[src/rtl/calc_seq_alu.sv]
// rtl/calc_seq_alu.sv - clocked calculator ALU with iterative MUL/DIV/MAC
module calc_seq_alu #(
    parameter int WIDTH = 4
) (
    input  logic               clk,
    input  logic               rst_n,
    input  logic               start,
    input  logic               clr,
    input  logic [2:0]         op,
    input  logic [WIDTH-1:0]   a,
    input  logic [WIDTH-1:0]   b,
    output logic               busy,
    output logic               done,
    output logic [2*WIDTH-1:0] result,
    output logic               err,
    output logic               ovf
);
    localparam int RW = 2 * WIDTH;
    localparam int CW = $clog2(WIDTH + 1);

    localparam logic [2:0] OP_ADD = 3'b000;
    localparam logic [2:0] OP_SUB = 3'b001;
    localparam logic [2:0] OP_MUL = 3'b010;
    localparam logic [2:0] OP_DIV = 3'b011;
    localparam logic [2:0] OP_AND = 3'b100;
    localparam logic [2:0] OP_OR  = 3'b101;
    localparam logic [2:0] OP_XOR = 3'b110;
    localparam logic [2:0] OP_MAC = 3'b111;

    typedef enum logic [1:0] {S_IDLE, S_RUN, S_DONE} state_t;

    state_t           r_state;
    state_t           w_state_nxt;

    logic [2:0]       r_op;
    logic [WIDTH-1:0] r_a;
    logic [WIDTH-1:0] r_b;
    logic [CW-1:0]    r_cnt;
    // Shift-add multiplier state: accumulator, left-shifting multiplicand, right-shifting multiplier
    logic [RW-1:0]    r_acc;
    logic [RW-1:0]    r_mcand;
    logic [WIDTH-1:0] r_mplier;
    // Restoring divider state: partial remainder and dividend/quotient shift register
    logic [WIDTH-1:0] r_rem;
    logic [WIDTH-1:0] r_quo;
    logic [RW-1:0]    r_result;
    logic             r_err;
    logic             r_ovf;

    logic             w_iter;
    logic [RW-1:0]    w_mul_nxt;
    logic [WIDTH:0]   w_div_shift;
    logic             w_div_ge;
    logic [WIDTH-1:0] w_rem_nxt;
    logic [WIDTH-1:0] w_quo_nxt;
    logic [RW:0]      w_mac_sum;
    logic [WIDTH:0]   w_diff;
    logic [RW-1:0]    w_final;

    assign w_iter      = (op == OP_MUL) || (op == OP_DIV) || (op == OP_MAC);
    assign w_mul_nxt   = r_acc + (r_mplier[0] ? r_mcand : '0);
    assign w_div_shift = {r_rem, r_quo[WIDTH-1]};
    assign w_div_ge    = w_div_shift >= {1'b0, r_b};
    assign w_rem_nxt   = w_div_ge ? WIDTH'(w_div_shift - {1'b0, r_b}) : w_div_shift[WIDTH-1:0];
    assign w_quo_nxt   = {r_quo[WIDTH-2:0], w_div_ge};
    // MAC adds onto whatever result currently holds; bit RW is the wrap indicator
    assign w_mac_sum   = {1'b0, r_result} + {1'b0, w_mul_nxt};
    // Bit WIDTH of the widened difference is the borrow
    assign w_diff      = {1'b0, r_a} - {1'b0, r_b};

    // Final value written to result on the last RUN cycle
    always_comb begin
        w_final = '0;
        case (r_op)
            OP_ADD:  w_final = RW'(r_a) + RW'(r_b);
            OP_SUB:  w_final = RW'(w_diff);
            OP_MUL:  w_final = w_mul_nxt;
            OP_DIV:  w_final = {w_rem_nxt, w_quo_nxt};
            OP_AND:  w_final = RW'(r_a & r_b);
            OP_OR:   w_final = RW'(r_a | r_b);
            OP_XOR:  w_final = RW'(r_a ^ r_b);
            default: w_final = w_mac_sum[RW-1:0];
        endcase
    end

    // Next-state and status outputs
    always_comb begin
        w_state_nxt = r_state;
        busy        = (r_state != S_IDLE);
        done        = (r_state == S_DONE);
        case (r_state)
            S_IDLE:  if (start) w_state_nxt = S_RUN;
            S_RUN:   if (r_cnt == CW'(1)) w_state_nxt = S_DONE;
            default: w_state_nxt = S_IDLE;
        endcase
    end

    // State register
    always_ff @(posedge clk or negedge rst_n) begin
        if (!rst_n) r_state <= S_IDLE;
        else        r_state <= w_state_nxt;
    end

    // Operand latch, iteration datapath and result/flag registers
    always_ff @(posedge clk or negedge rst_n) begin
        if (!rst_n) begin
            r_op     <= '0;
            r_a      <= '0;
            r_b      <= '0;
            r_cnt    <= '0;
            r_acc    <= '0;
            r_mcand  <= '0;
            r_mplier <= '0;
            r_rem    <= '0;
            r_quo    <= '0;
            r_result <= '0;
            r_err    <= 1'b0;
            r_ovf    <= 1'b0;
        end else begin
            case (r_state)
                S_IDLE: begin
                    if (start) begin
                        r_op     <= op;
                        r_a      <= a;
                        r_b      <= b;
                        r_err    <= 1'b0;
                        r_ovf    <= 1'b0;
                        r_cnt    <= w_iter ? CW'(WIDTH) : CW'(1);
                        r_acc    <= '0;
                        r_mcand  <= RW'(a);
                        r_mplier <= b;
                        r_rem    <= '0;
                        r_quo    <= a;
                    end else if (clr) begin
                        r_result <= '0;
                        r_err    <= 1'b0;
                        r_ovf    <= 1'b0;
                    end
                end
                S_RUN: begin
                    r_cnt    <= r_cnt - CW'(1);
                    r_acc    <= w_mul_nxt;
                    r_mcand  <= r_mcand << 1;
                    r_mplier <= r_mplier >> 1;
                    r_rem    <= w_rem_nxt;
                    r_quo    <= w_quo_nxt;
                    if (r_cnt == CW'(1)) begin
                        r_result <= w_final;
                        r_err    <= (r_op == OP_DIV) && (r_b == '0);
                        r_ovf    <= (r_op == OP_MAC) && w_mac_sum[RW];
                    end
                end
                default: ;
            endcase
        end
    end

    assign result = r_result;
    assign err    = r_err;
    assign ovf    = r_ovf;
endmodule

[config.mk]
export PLATFORM = sky130hd
export DESIGN_NAME = calc_seq_alu
export DESIGN_NICKNAME = d
export VERILOG_FILES = /design/src/rtl/calc_seq_alu.sv
export SDC_FILE = /design/constraint.sdc
export NUM_CORES = 1
export LEC_CHECK = 0
export ABC_AREA = 0
export BUFFER_PORTS_ARGS = -buffer_cell sky130_fd_sc_hd__buf_2
export CORE_ASPECT_RATIO = 0.5
export CORE_MARGIN = 2
export CORE_UTILIZATION = 65
export CTS_CLUSTER_DIAMETER = 150
export DETAILED_ROUTE_END_ITERATION = 6
export HOLD_SLACK_MARGIN = 0.15
export MAX_ROUTING_LAYER = met4
export PLACE_DENSITY = 0.85
export SLEW_MARGIN = 5
export SYNTH_ARGS = -nofsm -noshare
export SYNTH_HDL_FRONTEND = slang
export SYNTH_SLANG_ARGS = --single-unit
[constraint.sdc]
create_clock -name clk -period 6.5 [get_ports clk]
set_input_delay 0.975 -clock clk [delete_from_list [all_inputs] [get_ports clk]]
set_output_delay 0.975 -clock clk [all_outputs]
set_load 0.01 [all_outputs]
==> impl_metrics.py <==
metrics = {
    "worst_setup_path": {
        "cp.required_ns": 6.67,
        "r2r_start": "r_mplier[0]$_DFFE_PN0P_",
        "path_max_fanout": 9,
        "crit_path_end_kind": "flip-flop",
        "path_class": "reg -> reg",
        "cp.arrival_ns": 3.62,
        "ff2ff_path_depth": 11,
        "r2r-end": "ovf$_DFFE_PN0P_",
        "start_kind": "flip-flop",
        "r2r_slack_ns": 3.04,
    },
    "place": {
        "placed_cells": 501,
        "dp_slack_ns": 3.16,
        "portBuffers": 26,
        "placed_area_mm2": 0.00387,
        "routabilityCongestion": 0.984,
        "hpwl_um": 7080,
    },
    "hold_path": {
        "hp-class": "reg -> reg",
        "holdPathEnd": "r_cnt[1]$_DFFE_PN0P_",
        "worstHoldPathCells": 2,
        "min_from": "r_cnt[1]$_DFFE_PN0P_",
    },
    "drt": {
        "ant_nets": 0,
        "highest_layer": "met4",
        "via_per_inst": 6.54,
        "wl_met2_um": 4110,
        "drc_errors": 0,
        "wirelength_met1_um": 4250,
        "avgRoutedWirePerCell_um": 18.8,
        "dr.pass1.iters": 7,
        "wl_met3_um": 1030,
        "drt_iter0_markers": 385,
        "vias": 3321,
        "drt_wl_total_um": 9550,
    },
    "timing": {
        "hold_ws_ns": 0.490,
        "max_freq_mhz": 289,
        "fin_skew_ns": 0.00693,
        "fin_crit_sh_pct": 53.2,
        "timing.setup.tns_ns": 0,
        "hold_viol": 0,
        "fin_ws_ns": 3.04,
        "rsz0062_at_grt": "false",
        "worst_slew_pin_slew_ns": 1.04,
        "fin_crit_ns": 3.46,
        "finalSetupViolCount": 0,
        "finalMaxSlewViolations": 0,
        "max-slew-margin-rel_pct": 30.3,
    },
    "logic_synthesis": {
        "ys.flop_type": "dfrtp_1",
        "synth_area_leaders": "dfrtp_1 (36%), ha_1 (11%), o21ai_0 (6.5%)",
        "ys_seq_area_share_pct": 36.4,
        "synth_top_area_cell": "dfrtp_1",
        "syn_nets": 472,
        "synth_area_per_cell_um2": 8.85,
        "synth_area_mm2": 0.00371,
        "synthesis.instances": 419,
        "ys_ff_latch": 54,
        "synth-async-reset-ratio_pct": 100,
        "ys_types": 53,
        "synth_edf_count": 0,
        "synth_top_cell_area_share_pct": 36.4,
        "ys_warn_count": 0,
    },
    "cells_and_area": {
        "final_area_mm2": 0.00400,
        "n_antenna_cell": 0,
        "layout_common_cells": "dfrtp_1 (54), nand2_1 (49), o21ai_0 (48)",
        "nets": 488,
        "syn_to_final_growth_pct": 7.93,
        "drive_gt1_share_pct": 10.1,
        "final_cells": 508,
        "utilization_pct": 72.9,
        "layout_commonest_cell": "dfrtp_1",
    },
    "floorplanning": {
        "die_h_um": 57.4,
        "die_w_um": 111,
        "rows": 19,
        "start_util_pct": 67.5,
        "core_area_mm2": 0.00549,
        "io_pins": 27,
        "die_area_mm2": 0.00636,
    },
    "grt": {
        "grt.overflow.total": 0,
        "grtUsageTotal_pct": 32.0,
        "antenna_found_initial": 0,
        "grt_pass1_wl_um": 15600,
        "grt_max_degree": 55,
        "grt_pass1_vias": 3178,
    },
    "cts": {
        "tritoncts": "done",
        "clkSinkCount": 54,
        "hold_buffers": 0,
        "cts_setup_buffers": 0,
        "clkLatencyLatePin_ns": 0.30,
        "cts.path.max_buffers": 2,
        "clock-root-buffer": "clkbuf_16",
        "numCtsBuffers": 5,
        "htreeDepth": 2,
        "clkTransAtPathRegs_ns": 0.07,
        "post_cts_resized": 0,
    },
    "power_and_ir_drop": {
        "p_total_mw": 2.28,
        "ir_drop_mv": 0.305,
        "cellLeakagePower_nw": 1.90,
        "power_density_mw_per_mm2": 569,
    },
    "flow_run": {
        "maxCapViolations": 0,
    },
    "run_status": {
        "outcome": "finished, final reports clean",
    },
}
## cells by family after synthesis
kind of cell             count (synthesis)  synth area share [%]
multiplexers                             7                  1.99
AND/OR/NAND/NOR                        124                  16.1
adder cells (fa/ha/maj)                 38                  13.6
buffers and inverters                   47                  4.99
AO/OA/AOI/OAI                          135                  23.5
flip-flops                              54                  36.4
XOR/XNOR                                14                  3.31
## flip-flops by register name (all words and copies together), names as in the netlist
| name | count |
|---|---|
| err | 1 |
| ovf | 1 |
| r_a | 4 |
| r_acc | 8 |
| r_b | 4 |
| r_cnt | 3 |
| r_mcand | 8 |
| r_mplier | 4 |
| r_op | 3 |
| r_quo | 4 |
| r_rem | 4 |
| r_state | 2 |
| result | 8 |
## cell usage after synthesis (all sizes together) (6+ instances only)
| cell | n |
|---|---|
| nor2b | 11 |
| o21ai | 52 |
| a22o | 12 |
| nor3 | 8 |
| a21oi | 18 |
| xnor2 | 9 |
| nand2 | 49 |
| inv | 28 |
| dfrtp | 54 |
| a22oi | 10 |
| nor2 | 25 |
| ha | 34 |
| clkbuf | 16 |
| nand2b | 6 |
| and2 | 8 |
## power by group
group / switching [mW] / leakage, nW / internal [mW]
clock: 0.121 / 0.0640 / 0.142
combinational: 0.790 / 1.13 / 0.556
sequential: 0.192 / 0.698 / 0.477
total: 1.10 / 1.90 / 1.18
## worst max-delay path, cell delays in order, from the launching register on
cell	delay [ns]
dfrtp_1	0.46
and2_1	0.18
ha_1	0.22
fa_1	0.45
xor2_1	0.34
ha_1	0.34
nor2b_1	0.17
o31ai_1	0.42
a21oi_1	0.19
a21o_1	0.21
a21oi_1	0.24
o41ai_1	0.10
## layout make-up
type / count / area, µm²
flip-flops and latches: 54 / 1350
repair buffers: 28 / 145
inverters: 28 / 105
multi-input cells: 318 / 2180
fillers: 415 / 1490
clock buffers: 7 / 133
well taps: 73 / 91.3
## per-layer routing
metal	vias up	track usage [%]
met1	1593	43.1
met3	23	9.35
met5	-	-
met4	0	8.39
li1	1514	-
met2	191	47.9
## worst max path at each step
stage,to,slack (ns),startpoint
detailed placement,result[7]$_DFFE_PN0P_,3.16,r_mplier[0]$_DFFE_PN0P_
global placement,ovf$_DFFE_PN0P_,3.24,r_mplier[0]$_DFFE_PN0P_
CTS,ovf$_DFFE_PN0P_,3.13,r_mplier[0]$_DFFE_PN0P_
global route,ovf$_DFFE_PN0P_,2.85,r_mplier[0]$_DFFE_PN0P_
floorplan,result[7]$_DFFE_PN0P_,3.53,r_mplier[0]$_DFFE_PN0P_
finish,ovf$_DFFE_PN0P_,3.04,r_mplier[0]$_DFFE_PN0P_
No activity file was read; power rests on OpenSTA's default activity.
